**config.mk**
```make
export PLATFORM = sky130hd
export DESIGN_NAME = svfloat_f2i_flat
export DESIGN_NICKNAME = d
export VERILOG_FILES = /design/src/rtl/svfloat_pkg.sv /design/src/rtl/svfloat_f2i_if.sv /design/src/rtl/svfloat_shr_sticky.sv /design/src/rtl/svfloat_f2i.sv /design/src/flat_wrapper.sv
export SDC_FILE = /design/constraint.sdc
export NUM_CORES = 1
export LEC_CHECK = 0
export ABC_AREA = 1
export CORE_MARGIN = 4
export CORE_UTILIZATION = 65
export CTS_CLUSTER_DIAMETER = 50
export DETAILED_ROUTE_END_ITERATION = 10
export DONT_BUFFER_PORTS = 1
export GPL_TIMING_DRIVEN = 1
export PLACE_DENSITY = 0.79
export SETUP_SLACK_MARGIN = 0.2
export SYNTH_ARGS = -nofsm -noshare
export SYNTH_HDL_FRONTEND = slang
export SYNTH_SLANG_ARGS = --single-unit
```
**constraint.sdc**
```tcl
create_clock -name clk -period 4.1 [get_ports clk]
set_input_delay 0.615 -clock clk [delete_from_list [all_inputs] [get_ports clk]]
set_output_delay 0.615 -clock clk [all_outputs]
set_load 0.02 [all_outputs]
```
**src/rtl/svfloat_pkg.sv**
```systemverilog
// rtl/svfloat_pkg.sv - shared types and constants for the float-to-integer converter
package svfloat_pkg;

    typedef enum logic [1:0] {
        IDLE  = 2'd0,
        SHIFT = 2'd1,
        ROUND = 2'd2,
        DONE  = 2'd3
    } state_t;

    typedef enum logic [2:0] {
        CLS_NAN  = 3'd0,
        CLS_INF  = 3'd1,
        CLS_ZERO = 3'd2,
        CLS_SUB  = 3'd3,
        CLS_NORM = 3'd4
    } cls_t;

    localparam logic RM_RNE = 1'b0;
    localparam logic RM_RTZ = 1'b1;

endpackage

```
**src/rtl/svfloat_f2i_if.sv**
```systemverilog
// rtl/svfloat_f2i_if.sv - operand/result handshake bundle for svfloat_f2i
interface svfloat_f2i_if #(
    parameter int exp_w = 8,
    parameter int man_w = 23,
    parameter int int_w = 32
);
    logic                   in_valid;
    logic                   in_ready;
    logic [exp_w+man_w:0]   in_data;
    logic                   in_signed;
    logic                   in_rm;
    logic                   out_valid;
    logic                   out_ready;
    logic [int_w-1:0]       out_data;
    logic                   out_invalid;
    logic                   out_inexact;

    modport master (
        output in_valid, in_data, in_signed, in_rm, out_ready,
        input  in_ready, out_valid, out_data, out_invalid, out_inexact
    );

    modport slave (
        input  in_valid, in_data, in_signed, in_rm, out_ready,
        output in_ready, out_valid, out_data, out_invalid, out_inexact
    );
endinterface

```
**src/rtl/svfloat_shr_sticky.sv**
```systemverilog
// rtl/svfloat_shr_sticky.sv - one power-of-two right-shift stage that folds lost bits into sticky
module svfloat_shr_sticky #(
    parameter int W  = 33,
    parameter int KW = 6
) (
    input  logic [W-1:0]  data_in,
    input  logic          sticky_in,
    input  logic [KW-1:0] stage,
    input  logic          en,
    output logic [W-1:0]  data_out,
    output logic          sticky_out
);
    logic [31:0]  amt;
    logic [W-1:0] lost_mask;
    logic         lost;

    // Shift by 2^stage when enabled; any one bit falling off the bottom sets sticky
    always_comb begin
        amt        = 32'd1 << stage;
        lost_mask  = ~({W{1'b1}} << amt);
        lost       = |(data_in & lost_mask);
        data_out   = en ? (data_in >> amt) : data_in;
        sticky_out = sticky_in | (en & lost);
    end
endmodule

```
**src/rtl/svfloat_f2i.sv**
```systemverilog
// rtl/svfloat_f2i.sv - multi-cycle IEEE-style float to integer converter
module svfloat_f2i
    import svfloat_pkg::*;
#(
    parameter int exp_w = 8,
    parameter int man_w = 23,
    parameter int int_w = 32
) (
    input  logic          clk,
    input  logic          rst_n,
    svfloat_f2i_if.slave  bus
);
    localparam int S     = $clog2(int_w + 2);
    localparam int W     = int_w + 1;              // integer bits plus one guard bit
    localparam int FW    = exp_w + man_w + 1;
    localparam int XW    = man_w + 1 + W;
    localparam int BIAS  = (1 << (exp_w - 1)) - 1;
    localparam int TOP_E = int_w - 1 + BIAS;       // exponent placing the hidden bit at the integer MSB

    localparam logic [int_w-1:0] SMAX = {1'b0, {(int_w-1){1'b1}}};
    localparam logic [int_w-1:0] SMIN = {1'b1, {(int_w-1){1'b0}}};
    localparam logic [int_w-1:0] UMAX = {int_w{1'b1}};

    state_t           state;
    logic             sign_q;
    logic             signed_q;
    logic             rm_q;
    cls_t             cls_q;
    logic             big_q;
    logic [S-1:0]     dist_q;
    logic [S-1:0]     cnt_q;
    logic [W-1:0]     work_q;
    logic             sticky_q;
    logic             out_valid_q;
    logic [int_w-1:0] out_data_q;
    logic             out_invalid_q;
    logic             out_inexact_q;

    // Operand decode
    logic             in_sign;
    logic [exp_w-1:0] exp_in;
    logic [man_w-1:0] man_in;
    logic [man_w:0]   sig_in;
    logic [XW-1:0]    ext_in;
    logic [W-1:0]     work_in;
    logic             sticky_in;
    cls_t             cls_in;
    logic             big_in;
    logic [S-1:0]     dist_in;
    int               e_i;

    // Classify the incoming operand and derive its clamped right-shift distance
    always_comb begin
        in_sign   = bus.in_data[FW-1];
        exp_in    = bus.in_data[FW-2 -: exp_w];
        man_in    = bus.in_data[man_w-1:0];
        sig_in    = {exp_in != '0, man_in};
        ext_in    = {sig_in, {W{1'b0}}};
        work_in   = ext_in[XW-1 -: W];
        sticky_in = |ext_in[XW-W-1:0];
        e_i       = 32'(exp_in);
        big_in    = 1'b0;
        dist_in   = '0;
        if (e_i > TOP_E) begin
            big_in = 1'b1;
        end else if (TOP_E - e_i > int_w + 1) begin
            dist_in = S'(int_w + 1);
        end else begin
            dist_in = S'(TOP_E - e_i);
        end
        if (&exp_in) begin
            cls_in = (|man_in) ? CLS_NAN : CLS_INF;
        end else if (exp_in == '0) begin
            cls_in = (|man_in) ? CLS_SUB : CLS_ZERO;
        end else begin
            cls_in = CLS_NORM;
        end
    end

    logic [W-1:0] shr_data;
    logic         shr_sticky;

    svfloat_shr_sticky #(
        .W  (W),
        .KW (S)
    ) u_shr (
        .data_in    (work_q),
        .sticky_in  (sticky_q),
        .stage      (cnt_q),
        .en         (dist_q[cnt_q]),
        .data_out   (shr_data),
        .sticky_out (shr_sticky)
    );

    // Rounding, sign application and range check on the fully shifted value
    logic             guard;
    logic             inc;
    logic [int_w:0]   mag;
    logic             raw_inexact;
    logic             ovf;
    logic             neg_unsigned;
    logic [int_w-1:0] range_min;
    logic [int_w-1:0] range_max;
    logic [int_w-1:0] res_data;
    logic             res_invalid;
    logic             res_inexact;

    always_comb begin
        guard        = work_q[0];
        inc          = (rm_q == RM_RNE) & guard & (sticky_q | work_q[1]);
        mag          = {1'b0, work_q[W-1:1]} + {{int_w{1'b0}}, inc};
        raw_inexact  = guard | sticky_q;
        range_min    = signed_q ? SMIN : '0;
        range_max    = signed_q ? SMAX : UMAX;
        if (signed_q) begin
            ovf = sign_q ? (mag[int_w] | (mag[int_w-1] & (|mag[int_w-2:0])))
                         : (mag[int_w] | mag[int_w-1]);
        end else begin
            ovf = ~sign_q & mag[int_w];
        end
        neg_unsigned = ~signed_q & sign_q & (mag != '0);
        res_data     = sign_q ? (-mag[int_w-1:0]) : mag[int_w-1:0];
        res_invalid  = 1'b0;
        res_inexact  = raw_inexact;
        if (cls_q == CLS_NAN) begin
            res_data    = range_max;
            res_invalid = 1'b1;
            res_inexact = 1'b0;
        end else if (cls_q == CLS_INF || big_q || ovf) begin
            res_data    = sign_q ? range_min : range_max;
            res_invalid = 1'b1;
            res_inexact = 1'b0;
        end else if (neg_unsigned) begin
            res_data    = '0;
            res_invalid = 1'b1;
            res_inexact = 1'b0;
        end
    end

    // Control FSM: accept, shift one stage per cycle, round, then hold the result
    always_ff @(posedge clk) begin
        if (!rst_n) begin
            state         <= IDLE;
            sign_q        <= 1'b0;
            signed_q      <= 1'b0;
            rm_q          <= RM_RNE;
            cls_q         <= CLS_ZERO;
            big_q         <= 1'b0;
            dist_q        <= '0;
            cnt_q         <= '0;
            work_q        <= '0;
            sticky_q      <= 1'b0;
            out_valid_q   <= 1'b0;
            out_data_q    <= '0;
            out_invalid_q <= 1'b0;
            out_inexact_q <= 1'b0;
        end else begin
            case (state)
                IDLE: begin
                    if (bus.in_valid) begin
                        sign_q   <= in_sign;
                        signed_q <= bus.in_signed;
                        rm_q     <= bus.in_rm;
                        cls_q    <= cls_in;
                        big_q    <= big_in;
                        dist_q   <= dist_in;
                        work_q   <= work_in;
                        sticky_q <= sticky_in;
                        cnt_q    <= S'(S - 1);
                        state    <= SHIFT;
                    end
                end
                SHIFT: begin
                    work_q   <= shr_data;
                    sticky_q <= shr_sticky;
                    if (cnt_q == '0) begin
                        state <= ROUND;
                    end else begin
                        cnt_q <= cnt_q - 1'b1;
                    end
                end
                ROUND: begin
                    out_data_q    <= res_data;
                    out_invalid_q <= res_invalid;
                    out_inexact_q <= res_inexact;
                    out_valid_q   <= 1'b1;
                    state         <= DONE;
                end
                DONE: begin
                    if (bus.out_ready) begin
                        out_valid_q <= 1'b0;
                        state       <= IDLE;
                    end
                end
                default: state <= IDLE;
            endcase
        end
    end

    assign bus.in_ready    = (state == IDLE);
    assign bus.out_valid   = out_valid_q;
    assign bus.out_data    = out_data_q;
    assign bus.out_invalid = out_invalid_q;
    assign bus.out_inexact = out_inexact_q;

endmodule

```
**src/flat_wrapper.sv**
```systemverilog
// flat-port wrapper written by rule: the top's interface ports become plain ports
module svfloat_f2i_flat import svfloat_pkg::*;
#(
    parameter int exp_w = 8,
    parameter int man_w = 23,
    parameter int int_w = 32
)
  (clk, rst_n, bus_in_valid, bus_in_data, bus_in_signed, bus_in_rm, bus_out_ready, bus_in_ready, bus_out_valid, bus_out_data, bus_out_invalid, bus_out_inexact);
  svfloat_f2i_if #(.exp_w(exp_w), .man_w(man_w), .int_w(int_w)) bus_i ();
  input  logic clk;
  input  logic rst_n;
  input wire logic [$bits(bus_i.in_valid)-1:0] bus_in_valid;
  input wire logic [$bits(bus_i.in_data)-1:0] bus_in_data;
  input wire logic [$bits(bus_i.in_signed)-1:0] bus_in_signed;
  input wire logic [$bits(bus_i.in_rm)-1:0] bus_in_rm;
  input wire logic [$bits(bus_i.out_ready)-1:0] bus_out_ready;
  output wire logic [$bits(bus_i.in_ready)-1:0] bus_in_ready;
  output wire logic [$bits(bus_i.out_valid)-1:0] bus_out_valid;
  output wire logic [$bits(bus_i.out_data)-1:0] bus_out_data;
  output wire logic [$bits(bus_i.out_invalid)-1:0] bus_out_invalid;
  output wire logic [$bits(bus_i.out_inexact)-1:0] bus_out_inexact;
  assign bus_i.in_valid = bus_in_valid;
  assign bus_i.in_data = bus_in_data;
  assign bus_i.in_signed = bus_in_signed;
  assign bus_i.in_rm = bus_in_rm;
  assign bus_i.out_ready = bus_out_ready;
  assign bus_in_ready = bus_i.in_ready;
  assign bus_out_valid = bus_i.out_valid;
  assign bus_out_data = bus_i.out_data;
  assign bus_out_invalid = bus_i.out_invalid;
  assign bus_out_inexact = bus_i.out_inexact;
  svfloat_f2i #(.exp_w(exp_w), .man_w(man_w), .int_w(int_w)) u_core (.clk(clk), .rst_n(rst_n), .bus(bus_i));
endmodule
```
# After elaboration in Yosys (flattened, before gate mapping)
# Index checks and enable logic that the tools add are counted.
[classes]
addsub = 4
n_lt_le_gt_ge = 3
eq_ne = 9
shifts = 3
mux = 38
bitwise = 17
n_reduce_logical = 20
[ops]
columns = ["op", "n"]
rows = [
  ["two-way mux 32 bit", 7],
  ["two-way mux 33 bit", 2],
  ["one-hot mux 33 bit (2 select lines)", 1],
  ["adder 32 x 1 -> 33 bit", 1],
  ["bitwise AND 33 bit", 1],
  ["inverter 33 bit", 1],
  ["nonzero test 33 bit", 1],
  ["OR reduction 33 bit", 1],
  ["left shift 33 x 32 -> 33 bit, first input constant", 1],
  ["right shift 33 x 32 -> 33 bit", 1],
  ["> comparator 32 x 7 -> 1 bit, second input constant", 1],
  ["negator 32 bit", 1],
  ["left shift 1 x 6 -> 32 bit, first input constant", 1],
  ["OR reduction 31 bit", 1],
  ["two-way mux 6 bit", 4],
  ["OR reduction 23 bit", 1],
  ["two-way mux 1 bit", 14],
  ["one-hot mux 6 bit (2 select lines)", 1],
  ["AND reduction 3 bit", 3],
  ["subtractor 8 x 8 -> 9 bit, first input constant", 1],
  ["> comparator 8 bit, second input constant", 1],
  ["logical NOT 8 bit", 1],
  ["inequality test 2 bit, second input constant", 4],
  ["one-hot mux 2 bit (4 select lines)", 1],
  ["other kinds (21)", 42],
]
[totals]
ff_bits = 90
input_bits = 38
output_inout_bits = 36
wordCells = 108

# Logic depth before layout (Yosys ltp)
[logic_depth]
depth_word = 12
mapped_depth = 23
mapped_depth_nobuf = 23

# By module
# From an unflattened synthesis, not the netlist that was laid out.
[unflattened]
cells_unflattened = 1518
area_unflattened_um2 = 8757.1
[modules_own_cells]
columns = ["module", "instances", "cells_each", "area_each_um2", "seq_area_each_um2"]
rows = [
  ["svfloat_f2i", 1, 967, 6123.4, 1801.7],
  ["svfloat_shr_sticky", 1, 551, 2633.8, 0.0],
]

# Worst setup path before layout
# No wires, ideal clock.
[synth_timing]
path_type = "register -> register"
start = "reg u_core.work_q[1]"
end = "reg u_core.out_data_q[10], in the netlist u_core.bus.out_data[10]"
setup_time_ns = 0.122
arrival_time_ns = 2.771
required_ns = 3.978
setup_slack_ns = 1.207
path_stages_with_launch = 21
path_buffers = 1
synth_period_minus_slack_ns = 2.893
path_cell_list = "dfxtp_1 o21ai_0 nor2_1 ha_1 ha_1 nand3_1 nor2_4 nand2_1 clkinv_1 nand2_1 nand2_1 nand2_1 nor2_2 nand3_2 nor2_4 nand4_2 nand2_2 nand2_4 a211oi_4 buf_6 a21oi_2"
[synth_via]
elab_chain_cells = 11
elab_cells_between_ends = 18
classes_between = "add/sub (2); mux (6); bitwise (7); reduce/logical (3)"
[synth_rtl]
columns = ["element", "line_no", "source"]
rows = [
  ["from (decl)", "svfloat_f2i.sv:32", "logic [W-1:0] work_q;"],
  ["from (signal assigned)", "svfloat_f2i.sv:167", "work_q <= work_in;"],
  ["from (signal assigned)", "svfloat_f2i.sv:174", "work_q <= shr_data;"],
  ["OR 1 bit", "svfloat_f2i.sv:110", "inc = (rm_q == RM_RNE) & guard & (sticky_q | work_q[1]);"],
  ["bitwise AND 1 bit", "svfloat_f2i.sv:110", ""],
  ["adder 32 x 1 -> 33 bit (*)", "svfloat_f2i.sv:111", "mag = {1'b0, work_q[W-1:1]} + {{int_w{1'b0}}, inc};"],
  ["branches (longest 6 deep; another with negator 32 bit)", "--", ""],
  ["two-way mux 32 bit (*)", "svfloat_f2i.sv:129", "end else if (cls_q == CLS_INF || big_q || ovf) begin"],
  ["two-way mux 32 bit (*)", "svfloat_f2i.sv:125", "if (cls_q == CLS_NAN) begin"],
  ["to (signal assigned)", "svfloat_f2i.sv:183", "out_data_q <= res_data;"],
  ["to (decl)", "svfloat_f2i.sv:35", "logic [int_w-1:0] out_data_q;"],
]
# Every way passes the cells marked *.
# A chain may end at the register's enable or synchronous reset.

# Worst setup path after layout
[layout_timing]
start = "reg u_core.cnt_q[0]"
end = "reg u_core.work_q[6]"
[layout_via]
elab_chain_cells = 4
elab_cells_between_ends = 8
classes_between = "eq/ne (1); shift (2); mux (4); reduce/logical (1)"
[layout_rtl]
columns = ["element", "line_no", "source"]
rows = [
  ["from (decl)", "svfloat_f2i.sv:31", "logic [S-1:0] cnt_q;"],
  ["from (signal assigned)", "svfloat_f2i.sv:169", "cnt_q <= S'(S - 1);"],
  ["from (signal assigned)", "svfloat_f2i.sv:179", "cnt_q <= cnt_q - 1'b1;"],
  ["left shift 1 x 6 -> 32 bit or binary-select mux 1 bit (select 3 bit) (tied branches)", "svfloat_shr_sticky.sv:19, svfloat_f2i.sv:90", ""],
  ["right shift 33 x 32 -> 33 bit or two-way mux 1 bit (tied branches)", "svfloat_shr_sticky.sv:22, svfloat_f2i.sv:90", ""],
  ["two-way mux 33 bit or inequality test 2 bit (tied branches)", "--", ""],
  ["one-hot mux 33 bit (2 select lines) or AND reduction 3 bit (tied branches)", "--", ""],
]
# Several ways; a longest one is shown, not always the timed one. The select of a mux whose other input is x is not followed.

==> reports/summary.md <==
### Die
* **I/O pin count** 74
* **DIE AREA** 14400 µm²
* **Die Width** 120 µm
* **site row count** 40
* **Initial Utilization** 67.2%
* **placeable core region** 12100 µm²
* **die height** 120 µm

### Clock tree
* **H-tree levels** 3
* **clock buffers created by TritonCTS** 9
* **Clock Latency Late Sink** 360 ps
* **clock slew at the register clock pins of the worst setup and hold paths** 70 ps
* **buffer levels on the longest clock path** 2
* **TritonCTS clock tree** yes
* **CTS root buf** clkbuf_16
* **number of clock sinks** 90

### STA
* **relative slew slack** 24.3%
* **final hold viol count** 0
* **Fmax achieved** 0.278 GHz
* **total of endpoints with negative setup slack in the final report** 0
* **Final Slew Violations** 0
* **final period demand of the worst path** 3600 ps
* **Tcrit/Tclk final** 87.7%
* **Setup Total Neg Slack** 0 ps
* **unrepaired setup endpoints after global routing** false
* **Least-Margin Pin Slew** 1130 ps
* **Final Skew** 15.9 ps
* **PnR worst setup slack** 504 ps

### Detailed routing
* **via count of the routed design** 9374
* **detailed-route wire length per cell** 18.4 µm
* **drt pass-1 iters** 6
* **number of remaining DRC errors** 0
* **Routed Wire Length** 27400 µm
* **Routed Antenna Nets** 0
* **number of DRC violations after detailed-routing iteration 0** 1247
* **drt via density** 6.29

### Yosys
* **net count of the mapped netlist** 1408
* **Post-synth EDFFs** 0
* **distinct cell type count of the synthesized netlist** 53
* **Avg Cell Area, Syn** 6.02 µm²
* **Async SR Flop Fraction** 0%
* **number of synthesis warnings** 0
* **most common flop cell mapped by yosys** dfxtp_1
* **flops & latches, synth** 90
* **synthesized netlist cell count** 1352
* **cell area after synthesis** 8140 µm²
* **share of synthesized area occupied by flip-flops and latches** 22.1%

### Setup path
* **Worst Path Class, Setup** flop to flop
* **CP Data Arrival Time** 3850 ps
* **CP startpoint kind** flop
* **highest fanout seen on the critical path** 10
* **type of destination of the critical path** flop
* **required time at the worst-slack endpoint** 4360 ps

### Finish
* **post-layout utilization of the core** 70.5%
* **Antenna Cells** 0
* **Post-layout nets** 1373
* **post-route insts no fill** 1490
* **post-route design area** 8540 µm²
* **layout cells sized above 1** 9.91%
* **area added between synthesis and finish** 4.89%

### Place
* **placed cell areas** 8210 µm²
* **number of placed cells counting well taps** 1472
* **final estimated routing congestion in global placement** 1.03
* **number of buffer cells added on primary ports** 0
* **pre-CTS worst setup slack** 376 ps
* **post-DP HPWL** 20600 µm

### Flow run
* **MaxCap Viol Count** 0

### Pwr
* **leakage component of the power** 3.54 nW
* **largest vdd supply drop** 0.000839 V
* **power per standard cell area** 1020 nW/µm²

### Global route
* **GR Layer Usage met1** 49.4%
* **global routing usage on met2** 57.7%
* **met3 track utilization from global routing** 6.27%
* **total gr overflow** 0
* **number of global-route vias before repair** 8568
* **global-route wire length before repair** 43500 µm
* **initial antenna violation count** 0
* **total routing usage reported by global routing** 37.4%
* **pin count of the biggest net entering global routing** 53
* **global-route layer with the greatest usage** met2

### Worst hold path
* **worst hold path class** input pin to flop

### Outcome
* **outcome** finished, final reports clean

per-layer routing:
metal  vias up  share of wire, %
met5         -                 0
met4         0               5.3
met3       110                12
met2       622                44
met1      4168                38
li1       4474                 -
area by class of cell:
class / count / area (µm²)
clock buffers: 11 / 233
clock inverters: 5 / 61.3
fillers: 1153 / 3570
inverters: 124 / 465
multi-input cells: 1071 / 5580
flip-flops and latches: 90 / 1800
well taps: 168 / 210
repair buffers: 21 / 186
report_power, final:
| part | switching, mW | internal (mW) | total, mW |
|---|---|---|---|
| logic | 4.26 | 1.88 | 6.14 |
| clock network | 0.398 | 0.479 | 0.877 |
| registers | 0.544 | 1.17 | 1.72 |
cells in the mapped netlist (3+ instances only):
| cell type | count | area, µm² |
|---|---|---|
| clkbuf_1 | 52 | 195 |
| nand2_1 | 375 | 1410 |
| nor2_4 | 7 | 78.8 |
| a21oi_1 | 85 | 425 |
| buf_4 | 5 | 37.5 |
| nand3_1 | 108 | 541 |
| nor2_1 | 102 | 383 |
| a221oi_1 | 15 | 131 |
| inv_2 | 9 | 33.8 |
| xor2_1 | 13 | 114 |
| nor3_1 | 27 | 135 |
| a22oi_1 | 3 | 22.5 |
| o211ai_1 | 40 | 300 |
| a21oi_2 | 30 | 263 |
| nand3b_1 | 8 | 60.1 |
| o21ai_0 | 122 | 611 |
| buf_1 | 4 | 15.0 |
| nand4_1 | 14 | 87.6 |
| o22ai_1 | 4 | 25.0 |
| xnor2_1 | 8 | 70.1 |
| a31oi_1 | 9 | 56.3 |
| nor4_1 | 7 | 43.8 |
| o31ai_1 | 4 | 30.0 |
| buf_6 | 5 | 56.3 |
| nor2_2 | 15 | 93.8 |
| o21ai_1 | 5 | 25.0 |
| inv_1 | 111 | 417 |
| clkinv_1 | 4 | 15.0 |
| or2_2 | 15 | 93.8 |
| nand2_2 | 6 | 37.5 |
| dfxtp_1 | 90 | 1800 |
| ha_1 | 18 | 225 |
| o21a_1 | 3 | 22.5 |
cell usage in the layout (no fill, tap or decap), drive strengths merged, types with 21 or more instances in the layout:
cell,instances
o211ai,40
nor3,29
nand3,110
a21oi,115
buf,21
nand2,383
o21ai,128
nor2,125
dfxtp,90
inv,122
per-stage QoR:
stage          total power [mW]  hold slack (ps)
3_5_place_dp               7.53              458
3_3_place_gp               7.48              455
6_report                   8.73              395
2_1_floorplan              5.97              440
5_1_grt                    9.41              385
4_1_cts                    8.41              383
worst paths after layout:
kind | to | startpoint | cells after the start | slack, ps
setup / recovery | u_core.work_q[6] | u_core.cnt_q[0] | 12 | 500
hold reg to reg | u_core.dist_q[2] | u_core.dist_q[2] | 2 | 470
hold / removal | u_core.cnt_q[1] | rst_n | 1 | 400
setup reg to reg | u_core.work_q[6] | u_core.cnt_q[0] | 12 | 500
kinds of logic after synthesis:
logic type,Yosys count,share of synthesized area (%)
flops,90,22.1
fa+ha+maj,18,2.77
buf+inv,192,9.58
xor+xnor,23,2.66
simple gates,696,37.8
compound gates,331,24.8
mux,2,0.246
state kept, by name, summed over array words and instances, names as in the netlist:
| register | flops |
|---|---|
| u_core.cls_q | 3 |
| u_core.sign_q | 1 |
| u_core.state | 2 |
| u_core.cnt_q | 6 |
| u_core.work_q | 33 |
| u_core.bus.out_valid | 1 |
| u_core.sticky_q | 1 |
| u_core.bus.out_inexact | 1 |
| u_core.bus.out_data | 32 |
| u_core.bus.out_invalid | 1 |
| u_core.big_q | 1 |
| u_core.dist_q | 6 |
| u_core.rm_q | 1 |
| u_core.signed_q | 1 |
critical path: stages, from the launching register on:
cell      delay, ps
dfxtp_1         460
inv_1           180
ha_1            230
inv_1           130
nand4_1         120
and2_1          180
nand2_1         290
nand2_1         250
nor2_1          260
o21ai_0         270
o31ai_1         720
o211ai_1        230
a21oi_1         170
what timing repair did:
action | in CTS | in global routing
setup endpoints to repair | 0 | 33
resized for setup | 0 | 2
endpoints found under the hold margin | 0 | 0
setup buffers | 0 | 1
hold buffers | 0 | 0
No activity file was read; power rests on OpenSTA's default activity.
